## src/rtl/sevseg_pkg.sv

```systemverilog
`default_nettype none
// ============================================================================
// Module : sevseg_pkg
// Brief  : Shared constants for the multiplexed seven-segment driver.
// Rev    : 1.0
// ============================================================================
package sevseg_pkg;

    localparam logic [6:0] SEG_BLANK = 7'h7F;

    // Active-low {g,f,e,d,c,b,a} patterns for hex nibbles 0..F.
    localparam logic [6:0] SEG_TABLE [16] = '{
        7'b1000000, 7'b1111001, 7'b0100100, 7'b0110000,
        7'b0011001, 7'b0010010, 7'b0000010, 7'b1111000,
        7'b0000000, 7'b0011000, 7'b0001000, 7'b0000011,
        7'b1000110, 7'b0100001, 7'b0000110, 7'b0001110
    };

    function automatic int thr_width(input int refresh_div, input int dim_bits);
        return $clog2(refresh_div) + dim_bits + 1;
    endfunction

endpackage
`default_nettype wire

```

## src/rtl/sevseg_mux_n_if.sv

```systemverilog
`default_nettype none
// ============================================================================
// Module : sevseg_mux_n_if
// Brief  : Display data inputs and multiplexed pad outputs of sevseg_mux_n.
// Rev    : 1.0
// ============================================================================
interface sevseg_mux_n_if #(
    parameter int NUM_DIGITS = 4,
    parameter int DIM_BITS   = 4
);
    logic [4*NUM_DIGITS-1:0] digits;
    logic [NUM_DIGITS-1:0]   dp_in;
    logic [NUM_DIGITS-1:0]   blank;
    logic                    lz_suppress;
    logic [DIM_BITS-1:0]     brightness;
    logic [NUM_DIGITS-1:0]   IO_SSEG_SEL;
    logic [6:0]              IO_SSEG;
    logic                    IO_SSEG_DP;
    logic                    frame_tick;

    modport master (
        output digits, dp_in, blank, lz_suppress, brightness,
        input  IO_SSEG_SEL, IO_SSEG, IO_SSEG_DP, frame_tick
    );

    modport slave (
        input  digits, dp_in, blank, lz_suppress, brightness,
        output IO_SSEG_SEL, IO_SSEG, IO_SSEG_DP, frame_tick
    );
endinterface
`default_nettype wire

```

## src/rtl/sevseg_hex_decode.sv

```systemverilog
`default_nettype none
// ============================================================================
// Module : sevseg_hex_decode
// Brief  : Combinational hex nibble to active-low seven-segment pattern.
// Rev    : 1.0
// ============================================================================
module sevseg_hex_decode
    import sevseg_pkg::*;
(
    input  wire logic [3:0] i_nibble,
    output logic      [6:0] o_seg
);
    assign o_seg = SEG_TABLE[i_nibble];
endmodule
`default_nettype wire

```

## src/rtl/sevseg_mux_n.sv

```systemverilog
`default_nettype none
// ============================================================================
// Module : sevseg_mux_n
// Brief  : N-digit time-multiplexed seven-segment driver with frame snapshot,
//          leading-zero suppression and PWM dimming.
// Rev    : 1.0
// ============================================================================
module sevseg_mux_n
    import sevseg_pkg::*;
#(
    parameter int NUM_DIGITS  = 4,
    parameter int REFRESH_DIV = 100000,
    parameter int DIM_BITS    = 4
) (
    input  wire logic clk,
    input  wire logic rst,
    sevseg_mux_n_if.slave bus
);
    localparam int c_cnt_w = $clog2(REFRESH_DIV);
    localparam int c_idx_w = (NUM_DIGITS > 1) ? $clog2(NUM_DIGITS) : 1;
    localparam int c_thr_w = thr_width(REFRESH_DIV, DIM_BITS);

    logic [c_cnt_w-1:0]      r_slot_cnt;
    logic [c_idx_w-1:0]      r_idx;
    logic [4*NUM_DIGITS-1:0] r_snap_digits;
    logic [NUM_DIGITS-1:0]   r_snap_dp;
    logic [NUM_DIGITS-1:0]   r_snap_blank;
    logic                    r_snap_lz;
    logic [DIM_BITS-1:0]     r_snap_bright;
    logic [NUM_DIGITS-1:0]   r_sel;
    logic [6:0]              r_sseg;
    logic                    r_dp;
    logic                    r_frame_tick;

    logic                    w_slot_end;
    logic                    w_frame_end;
    logic [NUM_DIGITS-1:0]   w_lz_dark;
    logic [3:0]              w_nibble;
    logic                    w_blank_cur;
    logic                    w_lz_cur;
    logic                    w_dp_cur;
    logic [NUM_DIGITS-1:0]   w_sel_lit;
    logic [6:0]              w_seg;
    logic [c_thr_w-1:0]      w_bright_p1;
    logic [c_thr_w-1:0]      w_thr;
    logic                    w_pwm_on;
    logic                    w_lit;

    assign w_slot_end  = (r_slot_cnt == c_cnt_w'(REFRESH_DIV - 1));
    assign w_frame_end = w_slot_end && (r_idx == c_idx_w'(NUM_DIGITS - 1));

    // A digit is a leading zero when it and every more significant nibble are 0.
    for (genvar gi = 0; gi < NUM_DIGITS; gi++) begin : g_lz
        if (gi == 0) begin : g_first
            assign w_lz_dark[gi] = 1'b0;
        end else begin : g_upper
            assign w_lz_dark[gi] = r_snap_lz &&
                (r_snap_digits[4*NUM_DIGITS-1:4*gi] == '0);
        end
    end

    always_comb begin
        w_nibble    = 4'h0;
        w_blank_cur = 1'b0;
        w_lz_cur    = 1'b0;
        w_dp_cur    = 1'b0;
        w_sel_lit   = '1;
        for (int i = 0; i < NUM_DIGITS; i++) begin
            if (r_idx == c_idx_w'(i)) begin
                w_nibble     = r_snap_digits[4*i +: 4];
                w_blank_cur  = r_snap_blank[i];
                w_lz_cur     = w_lz_dark[i];
                w_dp_cur     = r_snap_dp[i];
                w_sel_lit[i] = 1'b0;
            end
        end
    end

    // Widened so (2**DIM_BITS)*REFRESH_DIV fits before the shift.
    assign w_bright_p1 = c_thr_w'(r_snap_bright) + c_thr_w'(1);
    assign w_thr       = (w_bright_p1 * c_thr_w'(REFRESH_DIV)) >> DIM_BITS;
    assign w_pwm_on    = c_thr_w'(r_slot_cnt) < w_thr;
    assign w_lit       = w_pwm_on && !w_blank_cur && !w_lz_cur;

    sevseg_hex_decode u_decode (
        .i_nibble (w_nibble),
        .o_seg    (w_seg)
    );

    always_ff @(posedge clk) begin
        if (rst) begin
            r_slot_cnt    <= '0;
            r_idx         <= '0;
            r_snap_digits <= '0;
            r_snap_dp     <= '0;
            r_snap_blank  <= '0;
            r_snap_lz     <= 1'b0;
            r_snap_bright <= '0;
            r_sel         <= '1;
            r_sseg        <= SEG_BLANK;
            r_dp          <= 1'b1;
            r_frame_tick  <= 1'b0;
        end else begin
            if (w_slot_end) begin
                r_slot_cnt <= '0;
                r_idx      <= (r_idx == c_idx_w'(NUM_DIGITS - 1)) ? '0 : r_idx + c_idx_w'(1);
            end else begin
                r_slot_cnt <= r_slot_cnt + c_cnt_w'(1);
            end

            if (w_frame_end) begin
                r_snap_digits <= bus.digits;
                r_snap_dp     <= bus.dp_in;
                r_snap_blank  <= bus.blank;
                r_snap_lz     <= bus.lz_suppress;
                r_snap_bright <= bus.brightness;
            end
            r_frame_tick <= w_frame_end;

            if (w_lit) begin
                r_sel  <= w_sel_lit;
                r_sseg <= w_seg;
                r_dp   <= ~w_dp_cur;
            end else begin
                r_sel  <= '1;
                r_sseg <= SEG_BLANK;
                r_dp   <= 1'b1;
            end
        end
    end

    assign bus.IO_SSEG_SEL = r_sel;
    assign bus.IO_SSEG     = r_sseg;
    assign bus.IO_SSEG_DP  = r_dp;
    assign bus.frame_tick  = r_frame_tick;

endmodule
`default_nettype wire

```

## src/flat_wrapper.sv

```systemverilog
// flat-port wrapper written by rule: the top's interface ports become plain ports
module sevseg_mux_n_flat import sevseg_pkg::*;
#(
    parameter int NUM_DIGITS  = 4,
    parameter int REFRESH_DIV = 100000,
    parameter int DIM_BITS    = 4
)
  (clk, rst, bus_digits, bus_dp_in, bus_blank, bus_lz_suppress, bus_brightness, bus_IO_SSEG_SEL, bus_IO_SSEG, bus_IO_SSEG_DP, bus_frame_tick);
  sevseg_mux_n_if #(.NUM_DIGITS(NUM_DIGITS), .DIM_BITS(DIM_BITS)) bus_i ();
  input  wire logic clk;
  input  wire logic rst;
  input wire logic [$bits(bus_i.digits)-1:0] bus_digits;
  input wire logic [$bits(bus_i.dp_in)-1:0] bus_dp_in;
  input wire logic [$bits(bus_i.blank)-1:0] bus_blank;
  input wire logic [$bits(bus_i.lz_suppress)-1:0] bus_lz_suppress;
  input wire logic [$bits(bus_i.brightness)-1:0] bus_brightness;
  output wire logic [$bits(bus_i.IO_SSEG_SEL)-1:0] bus_IO_SSEG_SEL;
  output wire logic [$bits(bus_i.IO_SSEG)-1:0] bus_IO_SSEG;
  output wire logic [$bits(bus_i.IO_SSEG_DP)-1:0] bus_IO_SSEG_DP;
  output wire logic [$bits(bus_i.frame_tick)-1:0] bus_frame_tick;
  assign bus_i.digits = bus_digits;
  assign bus_i.dp_in = bus_dp_in;
  assign bus_i.blank = bus_blank;
  assign bus_i.lz_suppress = bus_lz_suppress;
  assign bus_i.brightness = bus_brightness;
  assign bus_IO_SSEG_SEL = bus_i.IO_SSEG_SEL;
  assign bus_IO_SSEG = bus_i.IO_SSEG;
  assign bus_IO_SSEG_DP = bus_i.IO_SSEG_DP;
  assign bus_frame_tick = bus_i.frame_tick;
  sevseg_mux_n #(.NUM_DIGITS(NUM_DIGITS), .REFRESH_DIV(REFRESH_DIV), .DIM_BITS(DIM_BITS)) u_core (.clk(clk), .rst(rst), .bus(bus_i));
endmodule
```

## config.mk

```make
export PLATFORM = sky130hd
export DESIGN_NAME = sevseg_mux_n_flat
export DESIGN_NICKNAME = d
export VERILOG_FILES = /design/src/rtl/sevseg_pkg.sv /design/src/rtl/sevseg_mux_n_if.sv /design/src/rtl/sevseg_hex_decode.sv /design/src/rtl/sevseg_mux_n.sv /design/src/flat_wrapper.sv
export SDC_FILE = /design/constraint.sdc
export NUM_CORES = 1
export LEC_CHECK = 0
export ABC_AREA = 1
export CAP_MARGIN = 10
export CORE_MARGIN = 5
export CORE_UTILIZATION = 57
export DETAILED_ROUTE_END_ITERATION = 8
export PLACE_DENSITY = 0.8
export SETUP_SLACK_MARGIN = 0.15
export SLEW_MARGIN = 0
export SYNTH_ARGS = -nofsm -noshare
export SYNTH_HDL_FRONTEND = slang
export SYNTH_SLANG_ARGS = --single-unit
```

## constraint.sdc

```tcl
create_clock -name clk -period 5.32 [get_ports clk]
set_input_delay 0.798 -clock clk [delete_from_list [all_inputs] [get_ports clk]]
set_output_delay 0.798 -clock clk [all_outputs]
set_load 0.1 [all_outputs]
```

==> run_results.csv <==
group,metric,value,unit
job,max_cap_viol_count,0,
power_and_ir_drop,pwr-share-seq,0.483,
place,hpwl,6900,um
global_routing,grtUsageTotal,0.222,
timing,setup_viol,0,
cts,cts_buffers,9,
power_and_ir_drop,internal_power,0.743,mW
finish,multi_input_area,0.00252,mm2
critical_path,cp-start-kind,"flip-flop",
finish,regArea,0.00122,mm2
place,gp_congestion,0.928,
yosys,async_reset_ff_frac,0,
die,io_pins,44,
die,die_h,94.3,um
timing,fin_ws,0.643,ns
power_and_ir_drop,peakVddDrop,0.158,mV
power_and_ir_drop,total_power,0.960,mW
detailed_routing,drc,0,
yosys,synth_cell_types,37,
detailed_routing,routed-via-count,3731,
critical_path,crit_arrival,4.85,ns
power_and_ir_drop,power.share.clock,0.450,
yosys,ys_ff_latch,61,
timing,fin_skew,0.00729,ns
timing,tightest_slew,1.18,ns
timing,rsz0062_at_grt,"false",
finish,drive_gt1_frac,0.0714,
finish,nFillCells,585,
place,io_buffers,43,
yosys,synth-seq-area-share,0.302,
timing,min_period,4.68,ns
die,initial_core_util,0.589,
run_status,status,"complete, no violations",
yosys,mappedNetlistNets,635,
yosys,synthFlopType,"dfxtp_1",
critical_path,cp_max_fo,12,
yosys,yosysWarnings,0,
power_and_ir_drop,combPwrFrac,0.067,
yosys,avgSynthCellArea,7.41,um2
die,die_area,0.00889,mm2
detailed_routing,routed_wl,9190,um
timing,hold_violations,0,
place,place_area,0.00452,mm2
worst_hold_path,hp-class,"flip-flop to flip-flop",
cts,insertion_delay,0.34,ns
cts,clockRootBuffer,"clkbuf_8",
detailed_routing,routedWlPerCell,13.4,um
die,rows,30,
critical_path,critPathKind,"flip-flop to flip-flop",
cts,post_cts_buffers,0,
finish,syn_to_final_growth,17.0,%
finish,design_area,0.00474,mm2
place,placed_cells,668,
timing,hold_ws,0.450,ns
die,core-area,0.00687,mm2
detailed_routing,ant_nets,0,
power_and_ir_drop,cellPowerDensity,203,mW/mm2
power_and_ir_drop,p_sw,0.217,mW
cts,clockBufferDepth,2,
global_routing,grt_max_degree,38,
critical_path,reg2reg_slack,0.64,ns
cts,htreeDepth,3,
place,place_worst_setup_slack,0.494,ns
yosys,netlist_area,0.00405,mm2
cts,path_clk_slew,0.07,ns
timing,fin_crit_sh,0.879,
finish,num_antenna_cells,0,
finish,finalNonFillerCells,684,
global_routing,grt_pass1_wl,16000,um
detailed_routing,first_iter_violations,206,
cts,numClockSinks,61,
cts,cts_tree,"yes",
power_and_ir_drop,p_leak,2.09,nW
yosys,synth_edf_count,0,
die,die_w,94.3,um
detailed_routing,avgViaCountPerCell,5.45,
critical_path,crit_required,5.50,ns
yosys,synth_cells,546,
global_routing,grt_pass1_vias,3674,
critical_path,reg2reg_depth,25,
critical_path,end_kind,"flip-flop",
detailed_routing,drt_pass1_iterations,5,
timing,slew_violations,0,
timing,relSlewSlack,0.214,
power_and_ir_drop,sw_frac_of_total,0.226,
worst_hold_path,min_delay_path_depth,1,
finish,layout.nets,672,
global_routing,antenna_found_initial,0,
timing,setup-tns-final,0,ns
global_routing,grt.overflow.total,0,
timing,max_freq,214,MHz
finish,final_core_util,0.690,
## area by class of cell
class / count / area share
clock buffer: 13 / 0.0357
clock inverter: 3 / 0.00898
inverter: 60 / 0.0475
multi-input combinational: 407 / 0.532
sequential: 61 / 0.258
tap: 96 / 0.0254
timing repair buffer: 44 / 0.0924
## cell usage in the layout (no fill, tap or decap), types with 13 or more instances in the layout
master / synthesis / routed
nand2_1: 76 / 76
dfxtp_1: 61 / 60
inv_1: 58 / 58
nor2_1: 58 / 58
nor3_1: 58 / 58
ha_1: 57 / 57
clkdlybuf4s50_1: 0 / 43
nand3_1: 36 / 36
a21oi_1: 33 / 33
o21ai_0: 20 / 20
xor2_1: 14 / 13
## repair_timing
action / CTS / global route
gates resized for setup: 0 / 2
setup endpoints to repair: 0 / 12
hold buffers: 0 / 0
## metal layers
layer | GRT usage | wire length [um] | up-vias | part of all wire
met2 | 0.371 | 4290 | 117 | 0.47
li1 | - | - | 1903 | -
met1 | 0.285 | 4210 | 1692 | 0.46
met5 | 0 | 0 | - | 0
met4 | 0.0722 | 158 | 0 | 0.017
met3 | 0.0465 | 533 | 19 | 0.058
## critical path: stages, from the launching register on
cell	delay [ns]
dfxtp_2	0.47
ha_1	0.23
xor2_1	0.40
ha_1	0.29
xor2_1	0.09
ha_1	0.20
a21o_1	0.15
ha_1	0.27
ha_1	0.33
inv_1	0.09
o21bai_1	0.18
nand3_1	0.09
nand2_1	0.07
a21oi_1	0.06
o21ai_0	0.28
xor2_1	0.18
ha_1	0.25
inv_1	0.09
o31a_1	0.14
nand2_1	0.05
nand2_1	0.05
nand2_1	0.05
nand2_1	0.05
nand2_1	0.05
nand2_1	0.28
nand3_1	0.13
## cells by family (layout without fill, tap and decap cells)
logic type | count (synthesis) | count (layout) | share of synthesized area
buffers and inverters | 78 | 120 | 0.0776
adders and majority gates | 58 | 58 | 0.181
DFF | 61 | 61 | 0.302
and+or+nand+nor | 259 | 259 | 0.300
AOI/OAI and AO/OA | 71 | 71 | 0.0983
xor gates and xnor gates | 19 | 19 | 0.0411
## worst paths after layout
kind                                               from               endpoint
worst max register to register  u_core.r_snap_bright[0]  u_core.bus.IO_SSEG[2]
worst min-delay path               u_core.r_slot_cnt[0]   u_core.r_slot_cnt[0]
worst max-delay path            u_core.r_snap_bright[0]  u_core.bus.IO_SSEG[2]
worst min register to register     u_core.r_slot_cnt[0]   u_core.r_slot_cnt[0]
## power groups by stage
stage	sequential, mW	combinational, mW	clock, mW
detailed placement	0.474	0.0644	0
floorplan	0.495	0.0126	0
global route	0.464	0.0688	0.457
global placement	0.474	0.0639	0
finish	0.464	0.0646	0.432
CTS	0.464	0.0647	0.436
## registers in the layout (all words and copies together), names as in the netlist
name / count
u_core.bus.IO_SSEG: 7
u_core.bus.IO_SSEG_DP: 1
u_core.bus.IO_SSEG_SEL: 4
u_core.bus.frame_tick: 1
u_core.r_idx: 2
u_core.r_slot_cnt: 17
u_core.r_snap_blank: 4
u_core.r_snap_bright: 4
u_core.r_snap_digits: 16
u_core.r_snap_dp: 4
u_core.r_snap_lz: 1
## synthesized netlist by cell type, types with 3 or more instances
cell      instances  share of area
dfxtp_1          61           0.30
o211ai_1          3         0.0056
nand3_1          36          0.045
inv_1            58          0.054
o21a_1            3         0.0056
nand4_1           4         0.0062
nor3_2           12          0.030
a21oi_1          33          0.041
xor2_1           14          0.030
buf_2             5         0.0062
nor4_1            3         0.0046
nand2_1          76          0.070
nor2_1           58          0.054
o21ai_0          20          0.025
nor3_1           58          0.072
ha_1             57           0.18
xnor2_1           5          0.011
a31oi_1           4         0.0062
or2_2             5         0.0077
clkbuf_1          9         0.0083
(Power assumes the default switching activity.)
